<file path="src/rtl/sto_stack_pkg.sv">
// Shared definitions for the backpropagation LIFO read-back store.
//   - Default word width and depth.
//   - sto_aw(): address width derivation (ceil(log2(depth))).
//   - sto_word_t: signed data word, also used by the forward-path registers.
package sto_stack_pkg;

  localparam int unsigned StoWidth = 32;
  localparam int unsigned StoDepth = 8;

  typedef logic signed [StoWidth-1:0] sto_word_t;

  function automatic int unsigned sto_aw(input int unsigned depth);
    return $clog2(depth);
  endfunction

endpackage

</file>
<file path="src/rtl/sto_stack_mem.sv">
// DEPTH x WIDTH register file backing the stack. No reset; contents are
// only meaningful below the stack's count.
// Ports:
//   clk    rising-edge clock
//   we     write enable
//   waddr  write address
//   wdata  write data
//   raddr  read address
//   rdata  combinational read data (returns the pre-write value on a
//          same-cycle read/write to one address)
module sto_stack_mem #(
  parameter int unsigned WIDTH = 32,
  parameter int unsigned DEPTH = 8,
  parameter int unsigned AW    = 3
) (
  input  logic             clk,
  input  logic             we,
  input  logic [AW-1:0]    waddr,
  input  logic [WIDTH-1:0] wdata,
  input  logic [AW-1:0]    raddr,
  output logic [WIDTH-1:0] rdata
);

  logic [WIDTH-1:0] mem [DEPTH];

  always_ff @(posedge clk) begin
    if (we) begin
      mem[waddr] <= wdata;
    end
  end

  assign rdata = mem[raddr];

endmodule

</file>
<file path="src/rtl/sto_stack.sv">
// LIFO read-back store: the forward pass pushes one signed word per cycle,
// the backward pass pops them in reverse order with a one-cycle valid pulse.
// Optional feature macro: STO_STACK_ERR_EN builds sticky ovf/unf flags;
// without it both flags are tied to 0.
// Ports:
//   clk    rising-edge clock
//   rst    synchronous active-low reset (highest priority)
//   clr    synchronous flush: count to 0, flags cleared, o held
//   push   write i on top of stack
//   pop    read top of stack (o/valid one clock later)
//   i      signed data to push
//   o      registered popped data
//   valid  one-cycle pulse per accepted pop
//   count  stored words, 0..DEPTH
//   full   count == DEPTH
//   empty  count == 0
//   ovf    sticky overflow (push while full)
//   unf    sticky underflow (pop while empty)
module sto_stack
  import sto_stack_pkg::*;
#(
  parameter int unsigned WIDTH = StoWidth,
  parameter int unsigned DEPTH = StoDepth,
  parameter int unsigned AW    = sto_aw(DEPTH)
) (
  input  logic                    clk,
  input  logic                    rst,
  input  logic                    clr,
  input  logic                    push,
  input  logic                    pop,
  input  logic signed [WIDTH-1:0] i,
  output logic signed [WIDTH-1:0] o,
  output logic                    valid,
  output logic [AW:0]             count,
  output logic                    full,
  output logic                    empty,
  output logic                    ovf,
  output logic                    unf
);

  localparam logic [AW:0] CountFull = (AW+1)'(DEPTH);

  logic [AW:0]             count_q, count_d;
  logic signed [WIDTH-1:0] o_q, o_d;
  logic                    valid_q, valid_d;
  logic                    ovf_set, unf_set;

  logic             we;
  logic [AW-1:0]    waddr;
  logic [AW-1:0]    top_idx;
  logic [WIDTH-1:0] rdata;

  // When full, count[AW-1:0] wraps to 0, so top_idx lands on DEPTH-1.
  assign top_idx = count_q[AW-1:0] - 1'b1;
  assign full    = (count_q == CountFull);
  assign empty   = (count_q == '0);

  sto_stack_mem #(
    .WIDTH (WIDTH),
    .DEPTH (DEPTH),
    .AW    (AW)
  ) u_mem (
    .clk   (clk),
    .we    (we),
    .waddr (waddr),
    .wdata (i),
    .raddr (top_idx),
    .rdata (rdata)
  );

  always_comb begin
    count_d = count_q;
    o_d     = o_q;
    valid_d = 1'b0;
    we      = 1'b0;
    waddr   = count_q[AW-1:0];
    ovf_set = 1'b0;
    unf_set = 1'b0;
    if (rst) begin
      if (clr) begin
        count_d = '0;
      end else begin
        case ({push, pop})
          2'b10: begin
            if (!full) begin
              we      = 1'b1;
              count_d = count_q + 1'b1;
            end else begin
              ovf_set = 1'b1;
            end
          end
          2'b01: begin
            if (!empty) begin
              o_d     = rdata;
              valid_d = 1'b1;
              count_d = count_q - 1'b1;
            end else begin
              unf_set = 1'b1;
            end
          end
          2'b11: begin
            valid_d = 1'b1;
            if (!empty) begin
              // Replace top: rdata still shows the old top this cycle.
              o_d   = rdata;
              we    = 1'b1;
              waddr = top_idx;
            end else begin
              o_d = i;
            end
          end
          default: ;
        endcase
      end
    end
  end

  always_ff @(posedge clk) begin
    if (!rst) begin
      count_q <= '0;
      o_q     <= '0;
      valid_q <= 1'b0;
    end else begin
      count_q <= count_d;
      o_q     <= o_d;
      valid_q <= valid_d;
    end
  end

`ifdef STO_STACK_ERR_EN
  logic ovf_q, unf_q;

  always_ff @(posedge clk) begin
    if (!rst || clr) begin
      ovf_q <= 1'b0;
      unf_q <= 1'b0;
    end else begin
      if (ovf_set) ovf_q <= 1'b1;
      if (unf_set) unf_q <= 1'b1;
    end
  end

  assign ovf = ovf_q;
  assign unf = unf_q;
`else
  logic unused_flags;
  assign unused_flags = ovf_set ^ unf_set;
  assign ovf = 1'b0;
  assign unf = 1'b0;
`endif

  assign o     = o_q;
  assign valid = valid_q;
  assign count = count_q;

endmodule

</file>
<file path="config.mk">
export PLATFORM = sky130hd
export DESIGN_NAME = sto_stack
export DESIGN_NICKNAME = d
export VERILOG_FILES = /design/src/rtl/sto_stack_pkg.sv /design/src/rtl/sto_stack_mem.sv /design/src/rtl/sto_stack.sv
export SDC_FILE = /design/constraint.sdc
export NUM_CORES = 1
export LEC_CHECK = 0
export ABC_AREA = 1
export BUFFER_PORTS_ARGS = -buffer_cell sky130_fd_sc_hd__buf_2
export CELL_PAD_IN_SITES_DETAIL_PLACEMENT = 1
export CELL_PAD_IN_SITES_GLOBAL_PLACEMENT = 1
export CORE_ASPECT_RATIO = 0.9
export CORE_MARGIN = 3
export CORE_UTILIZATION = 30
export CTS_CLUSTER_SIZE = 12
export DETAILED_ROUTE_END_ITERATION = 10
export PLACE_DENSITY = 0.59
export SLEW_MARGIN = 20
export SYNTH_ARGS = -nofsm -noshare
export SYNTH_HDL_FRONTEND = slang
export SYNTH_HIERARCHICAL = 1
export SYNTH_SLANG_ARGS = --single-unit
</file>
<file path="constraint.sdc">
create_clock -name clk -period 4.5 [get_ports clk]
set_input_delay 0.675 -clock clk [delete_from_list [all_inputs] [get_ports clk]]
set_output_delay 0.675 -clock clk [all_outputs]
set_load 0.01 [all_outputs]
</file>
==> insert_results.sql, run 1 <==
INSERT INTO impl_metrics (metric_group, metric, value, unit) VALUES
('die', 'vert_die_dim', '207', 'microns'),
('worst_hold_path', 'min-delay-start', 'rst', ''),
('cells_and_area', 'layout_commonest_cell', 'nand2_1', ''),
('worst_hold_path', 'hold_class', 'in2reg', ''),
('cells_and_area', 'antenna_cells', '0', ''),
('cells_and_area', 'post_route_cells_drive_above_1_share', '16.4', '%'),
('logic_synthesis', 'synthDominantAreaCellType', 'edfxtp_1', ''),
('cts', 'clock_insertion_delay_worst_skew', '0.53', 'ns'),
('worst_hold_path', 'hold_path_depth', '3', ''),
('critical_path', 'critical_path.startpoint_type', 'flop', ''),
('critical_path', 'path_max_fanout', '92', ''),
('cts', 'post-cts-setup-buffer-count', '0', ''),
('cells_and_area', 'instances_no_fill', '2102', ''),
('critical_path', 'r2r_end', 'o[30]', ''),
('placement', 'portBuffers', '75', ''),
('sta', 'hold_viol_final', '0', ''),
('power', 'power.sequential.fraction', '47.9', '%'),
('critical_path', 'critical_path_class', 'reg2reg', ''),
('placement', 'gp_congestion', '0.758', ''),
('drt', 'routed_via_density', '4.46', ''),
('drt', 'routedWlPerCell', '17.4', 'microns'),
('cts', 'cts_buffers', '35', ''),
('drt', 'drt_wl_total', '36.6', 'mm'),
('outcome', 'status', 'completed', ''),
('die', 'initial_utilization', '30.5', '%'),
('sta', 'setup_viol', '0', ''),
('sta', 'final.period_utilization', '69.5', '%'),
('drt', 'drc_errors', '0', ''),
('global_routing', 'overflow', '0', ''),
('power', 'total_power_per_unit_cell_area', '405', 'nW/um^2'),
('power', 'p_comb_share', '8.8', '%'),
('power', 'p_leak', '6.85', 'nW'),
('critical_path', 'cp_slowest_cell', 'clkinv_2', ''),
('logic_synthesis', 'post-synth-top-area-fraction', '56.9', '%'),
('cts', 'ctsHoldBuffers', '0', ''),
('die', 'core.rowCount', '73', ''),
('logic_synthesis', 'syn-instance-count', '1414', ''),
('sta', 'slew_headroom', '36.0', '%'),
('critical_path', 'crit_path_most_repeated_cell', 'nand2_1', ''),
('critical_path', 'cp_cell_sequence', 'inv_4, buf_4, clkinv_2, buf_12, nand2_1, nand3_1, nand2_1, nand2_1, nand2_1, nand2_1, a21oi_2, a21oi_2, nor2_2', ''),
('sta', 'fin_setup_tns', '0', 'ns'),
('cts', 'ctsRootBufferMaster', 'clkbuf_16', ''),
('global_routing', 'maximum_number_of_pins_on_one_net_before_global_route_repair', '93', ''),
('die', 'die_w', '230', 'microns'),
('cts', 'cts-htree-levels', '2', ''),
('critical_path', 'regToRegSetupSlack', '1.37', 'ns'),
('sta', 'timing.clock.skew', '0.0120', 'ns'),
('placement', 'post-dp-hpwl', '21.6', 'mm'),
('die', 'core_area', '44300', 'sq um'),
('critical_path', 'worst_r2r_src', 'count[0]', ''),
('cts', 'clk_pin_slew', '0.06', 'ns'),
('sta', 'timing_worst_slew_pin_value', '0.961', 'ns'),
('cells_and_area', 'fin_util', '34.9', '%'),
('logic_synthesis', 'mappedNetlistArea', '13500', 'sq um'),
('logic_synthesis', 'yosys-top-cells-area', 'edfxtp_1 57%, nand2_1 13%, inv_1 7.7%', ''),
('drt', 'drtPass1Iterations', '4', ''),
('sta', 'rsz_0062_raised_after_global_routing', 'no', ''),
('placement', 'placed_cells_incl_taps', '2041', ''),
('drt', 'route.antenna.remaining_nets', '0', ''),
('critical_path', 'critPathArrivalTime', '3.59', 'ns'),
('sta', 'fin_crit', '3.13', 'ns'),
('power', 'net-switching-power', '1.53', 'mW'),
('logic_synthesis', 'yosysWarningCount', '6', ''),
('logic_synthesis', 'synth_area_per_cell', '9.55', 'sq um'),
('drt', 'dr_total_vias', '9384', ''),
('critical_path', 'slowest_delay', '0.65', 'ns'),
('power', 'power_report.internal_total', '4.73', 'mW'),
('sta', 'finalMaxSlewViolations', '0', ''),
('worst_hold_path', 'hold-path-endpoint', 'valid', ''),
('global_routing', 'grt_pass1_wl', '57.1', 'mm'),
('cells_and_area', 'area_delta_synth_final', '14.6', '%');
-- worst max-delay path: cells and delay by family (launching register included) --
kind                   cells  cell delay [ns]
buffers and inverters      4             1.67
AND/OR/NAND/NOR            7             0.60
flip-flops                 1             0.39
AO/OA/AOI/OAI              2             0.28
-- flip-flops by register name (all words and copies together) (netlist names) --
| name | flops |
|---|---|
| count | 4 |
| o | 32 |
| valid | 1 |
| u_mem/mem | 256 |
-- synthesized netlist by cell type --
cell type	number
nand2_1	471
inv_1	278
edfxtp_1	256
nand3_1	169
a21oi_2	56
dfxtp_1	37
nor2_2	29
buf_2	23
nor2_1	16
buf_4	15
buf_6	15
a21oi_1	10
clkbuf_1	10
o21ai_0	7
buf_1	5
inv_2	4
ha_1	2
nand2_4	2
xor2_1	2
a31oi_1	1
conb_1	1
inv_4	1
nand2_8	1
nand3_4	1
o22ai_1	1
xnor2_1	1
-- worst max path at each step --
| stage | startpoint | endpoint | depth (start not counted) |
|---|---|---|---|
| final | count[0] | o[30] | 13 |
| after global routing | count[0] | o[30] | 13 |
| after CTS | count[0] | o[30] | 13 |
| after detailed placement | clr | u_mem/mem[7][14] | 9 |
| after global placement | rst | u_mem/mem[7][14] | 10 |
| after floorplan | rst | u_mem/mem[7][0] | 8 |
-- metal layers --
layer | GRT usage, % | wire, microns
met1 | 21.7 | 17800
met2 | 25.0 | 17000
met3 | 2.37 | 1240
met4 | 4.15 | 586
met5 | 0 | 0
-- power by group through the flow --
stage	combinational, mW	sequential [mW]	clock [mW]
detailed placement	0.559	3.06	0
finish	0.549	3.00	2.71
floorplan	0.353	3.06	0
global route	0.618	3.00	2.92
CTS	0.561	3.00	2.81
global placement	0.551	3.06	0
-- cell families (layout without fill, tap and decap cells) --
logic type / count (synthesis) / in the layout / share of synthesized area, %
DFF: 293 / 293 / 62.4
other: 1 / 2 / 0.0278
adders and majority gates: 2 / 2 / 0.185
buffers and inverters: 351 / 438 / 11.2
xor gates and xnor gates: 3 / 3 / 0.195
and+or+nand+nor: 689 / 689 / 21.6
AOI/OAI and AO/OA: 75 / 75 / 4.35
-- metrics by stage --
| stage | power, mW | worst slack [ns] | instance area (sq um) | hold slack (ns) |
|---|---|---|---|---|
| 2_1_floorplan | 3.42 | 1.15 | 13500 | 0.525 |
| 3_3_place_gp | 3.61 | 1.26 | 14400 | 0.468 |
| 3_5_place_dp | 3.62 | 1.07 | 14400 | 0.478 |
| 4_1_cts | 6.37 | 1.37 | 15500 | 0.373 |
| 5_1_grt | 6.54 | 1.05 | 15500 | 0.411 |
| 6_report | 6.26 | 1.37 | 15500 | 0.399 |
-- area by class of cell --
type / count / area [sq um]
timing repair buffer: 94 / 531
tap: 600 / 751
clock buffer: 41 / 898
sequential: 293 / 8430
inverter: 283 / 1070
multi-input combinational: 771 / 3620
clock inverter: 20 / 173
fill: 5086 / 28800
Power figures use the tool's default switching activity.
==> run 2: changes to the inputs <==
--- a/config.mk
+++ b/config.mk
@@ -14,7 +14,7 @@
 export CORE_UTILIZATION = 30
 export CTS_CLUSTER_SIZE = 12
 export DETAILED_ROUTE_END_ITERATION = 10
-export PLACE_DENSITY = 0.59
+export PLACE_DENSITY = 0.61
 export SLEW_MARGIN = 20
 export SYNTH_ARGS = -nofsm -noshare
 export SYNTH_HDL_FRONTEND = slang
==> constraint.sdc (replaced) <==
create_clock -name clk -period 2.6 [get_ports clk]
set_input_delay 0.39 -clock clk [delete_from_list [all_inputs] [get_ports clk]]
set_output_delay 0.39 -clock clk [all_outputs]
set_load 0.01 [all_outputs]
==> insert_results.sql, run 2 (same netlist as run 1, synthesis figures left out) <==
INSERT INTO impl_metrics (metric_group, metric, value, unit) VALUES
('critical_path', 'slowest_delay', '0.35', 'ns'),
('sta', 'rsz_0062_raised_after_global_routing', 'yes', ''),
('drt', 'routedWlPerCell', '17.1', 'microns'),
('cts', 'tritoncts', 'built', ''),
('critical_path', 'end_kind', 'output pin', ''),
('drt', 'drtPass1Iterations', '5', ''),
('cells_and_area', 'layout.cells.most_common_list', '471 x nand2_1, 275 x inv_1, 256 x edfxtp_1, 169 x nand3_1, 75 x buf_2', ''),
('drt', 'top_layer_used', 'met4', ''),
('power', 'vdd.ir_drop.worst', '0.413', 'mV'),
('global_routing', 'maximum_number_of_pins_on_one_net_before_global_route_repair', '83', ''),
('die', 'core.rowCount', '73', ''),
('cells_and_area', 'fin_util', '35.6', '%'),
('drt', 'drc_errors', '0', ''),
('placement', 'area_after_dpl', '14700', 'sq um'),
('run', 'cap_violations', '0', ''),
('global_routing', 'initial_antenna_violation_count', '0', ''),
('cells_and_area', 'post_route_cells_drive_above_1_share', '17.1', '%'),
('placement', 'placed_cells_incl_taps', '2053', ''),
('cts', 'cts_buffers', '35', ''),
('worst_hold_path', 'hold_class', 'in2reg', ''),
('die', 'vert_die_dim', '207', 'microns'),
('drt', 'met1_wire_length', '17.6', 'mm'),
('global_routing', 'grt_pass1_vias', '9997', ''),
('global_routing', 'overflow', '0', ''),
('die', 'core_area', '44300', 'sq um'),
('critical_path', 'critical_path_class', 'reg2out', ''),
('critical_path', 'cp_slowest_cell', 'dfxtp_1', ''),
('placement', 'gp_congestion', '0.762', ''),
('sta', 'hold_viol_final', '0', ''),
('die', 'die_area', '47600', 'sq um'),
('sta', 'finalMaxSlewViolations', '0', ''),
('cts', 'number_of_buffers_between_clock_root_and_the_deepest_sink', '3', ''),
('cells_and_area', 'instances_no_fill', '2113', ''),
('cells_and_area', 'sequential_cell_area', '8430', 'sq um'),
('die', 'initial_utilization', '30.5', '%'),
('cts', 'ctsRootBufferMaster', 'clkbuf_16', ''),
('global_routing', 'grt_pass1_wl', '56.8', 'mm'),
('drt', 'routed_via_density', '4.48', ''),
('sta', 'timing_worst_slew_pin_value', '0.970', 'ns'),
('critical_path', 'path_max_fanout', '25', ''),
('power', 'total_power_per_unit_cell_area', '689', 'nW/um^2'),
('cells_and_area', 'layout_commonest_cell', 'nand2_1', ''),
('cells_and_area', 'multiInputGateArea', '3620', 'sq um'),
('placement', 'portBuffers', '75', ''),
('cells_and_area', 'largest_register_ff_count', '256', ''),
('drt', 'route.antenna.remaining_nets', '0', ''),
('cts', 'tritoncts_sink_count', '293', ''),
('drt', 'route.met2.wl', '16.8', 'mm'),
('sta', 'finalWorstSetupSlack', '0.166', 'ns'),
('sta', 'slew_headroom', '35.3', '%'),
('drt', 'drt_wl_total', '36.1', 'mm'),
('power', 'design_power_total', '10.9', 'mW'),
('critical_path', 'critPathArrivalTime', '2.04', 'ns'),
('sta', 'fin_crit', '2.43', 'ns'),
('placement', 'pre_cts_ws', '0.180', 'ns'),
('die', 'die_w', '230', 'microns'),
('critical_path', 'critical_path.startpoint_type', 'flop', ''),
('sta', 'timing.fmax', '0.411', 'GHz'),
('cells_and_area', 'final_net_count', '1529', ''),
('cells_and_area', 'regMostFlops', 'u_mem/mem', ''),
('sta', 'final.period_utilization', '93.6', '%'),
('placement', 'post-dp-hpwl', '22.1', 'mm'),
('cells_and_area', 'n_fill_cell', '5068', ''),
('drt', 'drt-initial-drc-count', '482', ''),
('outcome', 'status', 'completed', ''),
('global_routing', 'combined_global_route_utilization_of_all_metal_layers', '15.1', '%'),
('power', 'p_leak', '6.97', 'nW'),
('critical_path', 'worst-endpoint-required', '2.21', 'ns'),
('die', 'io_pins', '78', ''),
('cells_and_area', 'final_cell_area', '15800', 'sq um'),
('cts', 'clk_pin_slew', '0.05', 'ns'),
('cts', 'post-cts-setup-buffer-count', '0', ''),
('critical_path', 'cp_cell_sequence', 'inv_1, ha_1, nand3_4, inv_4, buf_6, buf_2', ''),
('sta', 'setup_viol', '0', ''),
('drt', 'dr_total_vias', '9458', ''),
('drt', 'detailroute.wirelength.met3', '1.16', 'mm'),
('cts', 'cts-htree-levels', '2', ''),
('cells_and_area', 'area_delta_synth_final', '16.8', '%'),
('cts', 'clock_insertion_delay_worst_skew', '0.51', 'ns'),
('cells_and_area', 'antenna_cells', '0', ''),
('sta', 'timing.clock.skew', '0.0170', 'ns');
## run 2: path summary, 6_finish.rpt
check | from | end | slack [ns] | cells past startpoint
hold / removal | rst | valid | 0.13 | 3
setup reg to reg | count[1] | u_mem/mem[3][23] | 0.17 | 8
hold reg to reg | o[5] | o[5] | 0.48 | 2
setup / recovery | count[1] | empty | 0.17 | 6
## run 2: routing by layer
layer | global-route usage (%) | vias to the layer above
li1 | - | 4589
met1 | 21.3 | 4700
met2 | 25.0 | 129
met3 | 2.21 | 40
met4 | 2.92 | 0
met5 | 0 | -
## run 2: final cells by class
class,count,area share [%]
inverter,283,6.77
clock inverter,14,0.738
clock buffer,46,6.21
multi-input combinational,771,23.0
tap,600,4.76
sequential,293,53.4
timing repair buffer,106,5.15
## run 2: what timing repair did
| action | in CTS | in global routing |
|---|---|---|
| hold buffers | 0 | 0 |
| gates resized for setup | 0 | 1 |
| endpoints found under the setup margin | 0 | 35 |
## run 2: critical path: cells and delay by family (launching register included)
kind	cells	cell delay (ns)
fa+ha+maj	1	0.26
buf+inv	4	0.77
flops	1	0.35
simple gates	1	0.12
## run 2: power breakdown
group	internal (mW)	switching, mW	total [mW]
clock	2.84	1.86	4.70
sequential	5.16	0.0258	5.19
combinational	0.291	0.693	0.984
total	8.29	2.58	10.9
## run 2: stage by stage
| step | hold WS (ns) | setup TNS, ns |
|---|---|---|
| 2_1_floorplan | 0.489 | -31.86 |
| 3_3_place_gp | 0.469 | 0 |
| 3_5_place_dp | 0.476 | 0 |
| 4_1_cts | 0.117 | 0 |
| 5_1_grt | 0.128 | -0.504 |
| 6_report | 0.134 | 0 |
==> run 3: changes to the inputs <==
--- a/config.mk
+++ b/config.mk
@@ -14,7 +14,7 @@
 export CORE_UTILIZATION = 30
 export CTS_CLUSTER_SIZE = 12
 export DETAILED_ROUTE_END_ITERATION = 10
-export PLACE_DENSITY = 0.61
+export PLACE_DENSITY_LB_ADDON = 0.1
 export SLEW_MARGIN = 20
 export SYNTH_ARGS = -nofsm -noshare
 export SYNTH_HDL_FRONTEND = slang
==> insert_results.sql, run 3 (same netlist as run 1, synthesis figures left out) <==
INSERT INTO impl_metrics (metric_group, metric, value, unit) VALUES
('sta', 'setup_viol', '0', ''),
('die', 'io_pins', '78', ''),
('die', 'core_area', '44300', 'sq um'),
('power', 'p_leak', '7.06', 'nW'),
('cts', 'cts_buffers', '35', ''),
('placement', 'gp_congestion', '0.724', ''),
('cts', 'ctsRootBufferMaster', 'clkbuf_16', ''),
('cells_and_area', 'antenna_cells', '0', ''),
('cts', 'cts-htree-levels', '2', ''),
('critical_path', 'critical_path_class', 'reg2reg', ''),
('cts', 'tritoncts_sink_count', '293', ''),
('global_routing', 'initial_antenna_violation_count', '1', ''),
('global_routing', 'maximum_number_of_pins_on_one_net_before_global_route_repair', '85', ''),
('placement', 'post-dp-hpwl', '24.6', 'mm'),
('cells_and_area', 'largest_register_ff_count', '256', ''),
('cts', 'clk_pin_slew', '0.06', 'ns'),
('sta', 'timing_worst_slew_pin_value', '1.04', 'ns'),
('die', 'vert_die_dim', '207', 'microns'),
('cts', 'tritoncts', 'built', ''),
('critical_path', 'end_kind', 'flop', ''),
('sta', 'finalMaxSlewViolations', '0', ''),
('drt', 'drtPass1Iterations', '4', ''),
('sta', 'tightest_hold_margin', '0.120', 'ns'),
('die', 'initial_utilization', '30.5', '%'),
('global_routing', 'grt_pass1_wl', '61.1', 'mm'),
('drt', 'drc_errors', '0', ''),
('cells_and_area', 'final_net_count', '1540', ''),
('cts', 'ctsHoldBuffers', '0', ''),
('cts', 'post-cts-setup-buffer-count', '0', ''),
('die', 'die_w', '230', 'microns'),
('power', 'vdd.ir_drop.worst', '0.363', 'mV'),
('drt', 'dr_total_vias', '9423', ''),
('sta', 'timing.clock.skew', '0.0128', 'ns'),
('sta', 'fin_crit', '2.44', 'ns'),
('cells_and_area', 'layout_commonest_cell', 'nand2_1', ''),
('outcome', 'status', 'completed', ''),
('sta', 'final.period_utilization', '93.7', '%'),
('sta', 'timing.fmax', '0.411', 'GHz'),
('global_routing', 'combined_global_route_utilization_of_all_metal_layers', '16.7', '%'),
('die', 'core.rowCount', '73', ''),
('cells_and_area', 'fin_util', '36.0', '%'),
('die', 'die_area', '47600', 'sq um'),
('sta', 'hold_viol_final', '0', ''),
('drt', 'route.antenna.remaining_nets', '0', ''),
('critical_path', 'worst-endpoint-required', '2.80', 'ns'),
('run', 'cap_violations', '0', ''),
('sta', 'rsz_0062_raised_after_global_routing', 'yes', ''),
('drt', 'drt-initial-drc-count', '491', ''),
('critical_path', 'path_max_fanout', '14', ''),
('cells_and_area', 'post_route_cells_drive_above_1_share', '17.9', '%'),
('cells_and_area', 'layout.cells.most_common_list', '471 x nand2_1, 275 x inv_1, 256 x edfxtp_1, 169 x nand3_1, 75 x buf_2', ''),
('power', 'total_power_per_unit_cell_area', '711', 'nW/um^2'),
('drt', 'drt_wl_total', '39.0', 'mm'),
('global_routing', 'overflow', '0', ''),
('cells_and_area', 'area_delta_synth_final', '18.0', '%'),
('cells_and_area', 'regMostFlops', 'u_mem/mem', ''),
('cts', 'clock_insertion_delay_worst_skew', '0.52', 'ns'),
('sta', 'slew_headroom', '31.0', '%'),
('drt', 'routed_via_density', '4.43', ''),
('placement', 'portBuffers', '75', ''),
('cts', 'number_of_buffers_between_clock_root_and_the_deepest_sink', '3', ''),
('critical_path', 'critical_path.startpoint_type', 'flop', ''),
('critical_path', 'critPathArrivalTime', '2.63', 'ns'),
('worst_hold_path', 'hold_class', 'in2reg', ''),
('global_routing', 'grt_pass1_vias', '9971', ''),
('drt', 'routedWlPerCell', '18.3', 'microns'),
('cts', 'cts_repair_resize_count', '0', '');
-- run 3: changes by cell type in the layout (fill, tap and decap cells not counted) --
cell	change
clkinvlp_4	-1
buf_12	-2
clkinv_2	-1
buf_4	+14
inv_4	+1
buf_6	-1
clkbuf_8	+1
bufinv_16	+3
-- run 3: per-stage QoR --
step                cell area (sq um)  std cells  power, mW  worst slack (ns)  TNS [ns]
floorplan                       13500       1415       5.91            -0.158    -31.86
global placement                14700       2064       6.33             0.228         0
detailed placement              14700       2064       6.33             0.152         0
CTS                             15900       2127       11.5             0.173         0
global route                    15900       2127       11.8           -0.0512    -0.741
finish                          15900       2127       11.3             0.164         0
-- run 3: path summary, 6_finish.rpt --
path	start	endpoint	slack (ns)	cells past startpoint
setup / recovery	count[1]	u_mem/mem[5][26]	0.16	8
hold / removal	rst	valid	0.12	3
setup reg to reg	count[1]	u_mem/mem[5][26]	0.16	8
hold reg to reg	o[27]	o[27]	0.48	2
-- run 3: worst max-delay path, stage by stage, from the launching register on --
cell and delay [ns]:
dfxtp_1 0.43, inv_1 0.10, ha_1 0.26, nand3_1 0.14, nand3_1 0.12, o21ai_0 0.26, nand2_1 0.30, nor2_4 0.23
buf_4 0.28
-- run 3: final cells by class --
cell class	instances	area [sq um]
well taps	600	751
fillers	5087	28400
repair buffers	117	866
clock buffers	47	993
flip-flops and latches	293	8430
inverters	283	1070
multi-input cells	771	3620
clock inverters	16	199
-- run 3: power breakdown --
part / leakage, nW / switching (mW) / internal, mW / total [mW]
combinational: 3.87 / 0.726 / 0.294 / 1.02
sequential: 2.60 / 0.0249 / 5.16 / 5.19
clock: 0.588 / 1.95 / 3.17 / 5.12
-- run 3: layer usage --
layer / up-vias / routed length (microns) / track usage (%) / part of all wire [%]
li1: 4619 / - / - / -
met2: 110 / 18000 / 27.4 / 46
met3: 40 / 1150 / 2.37 / 2.9
met5: - / 13 / 0 / 0.033
met4: 2 / 552 / 3.33 / 1.4
met1: 4652 / 19300 / 23.6 / 50
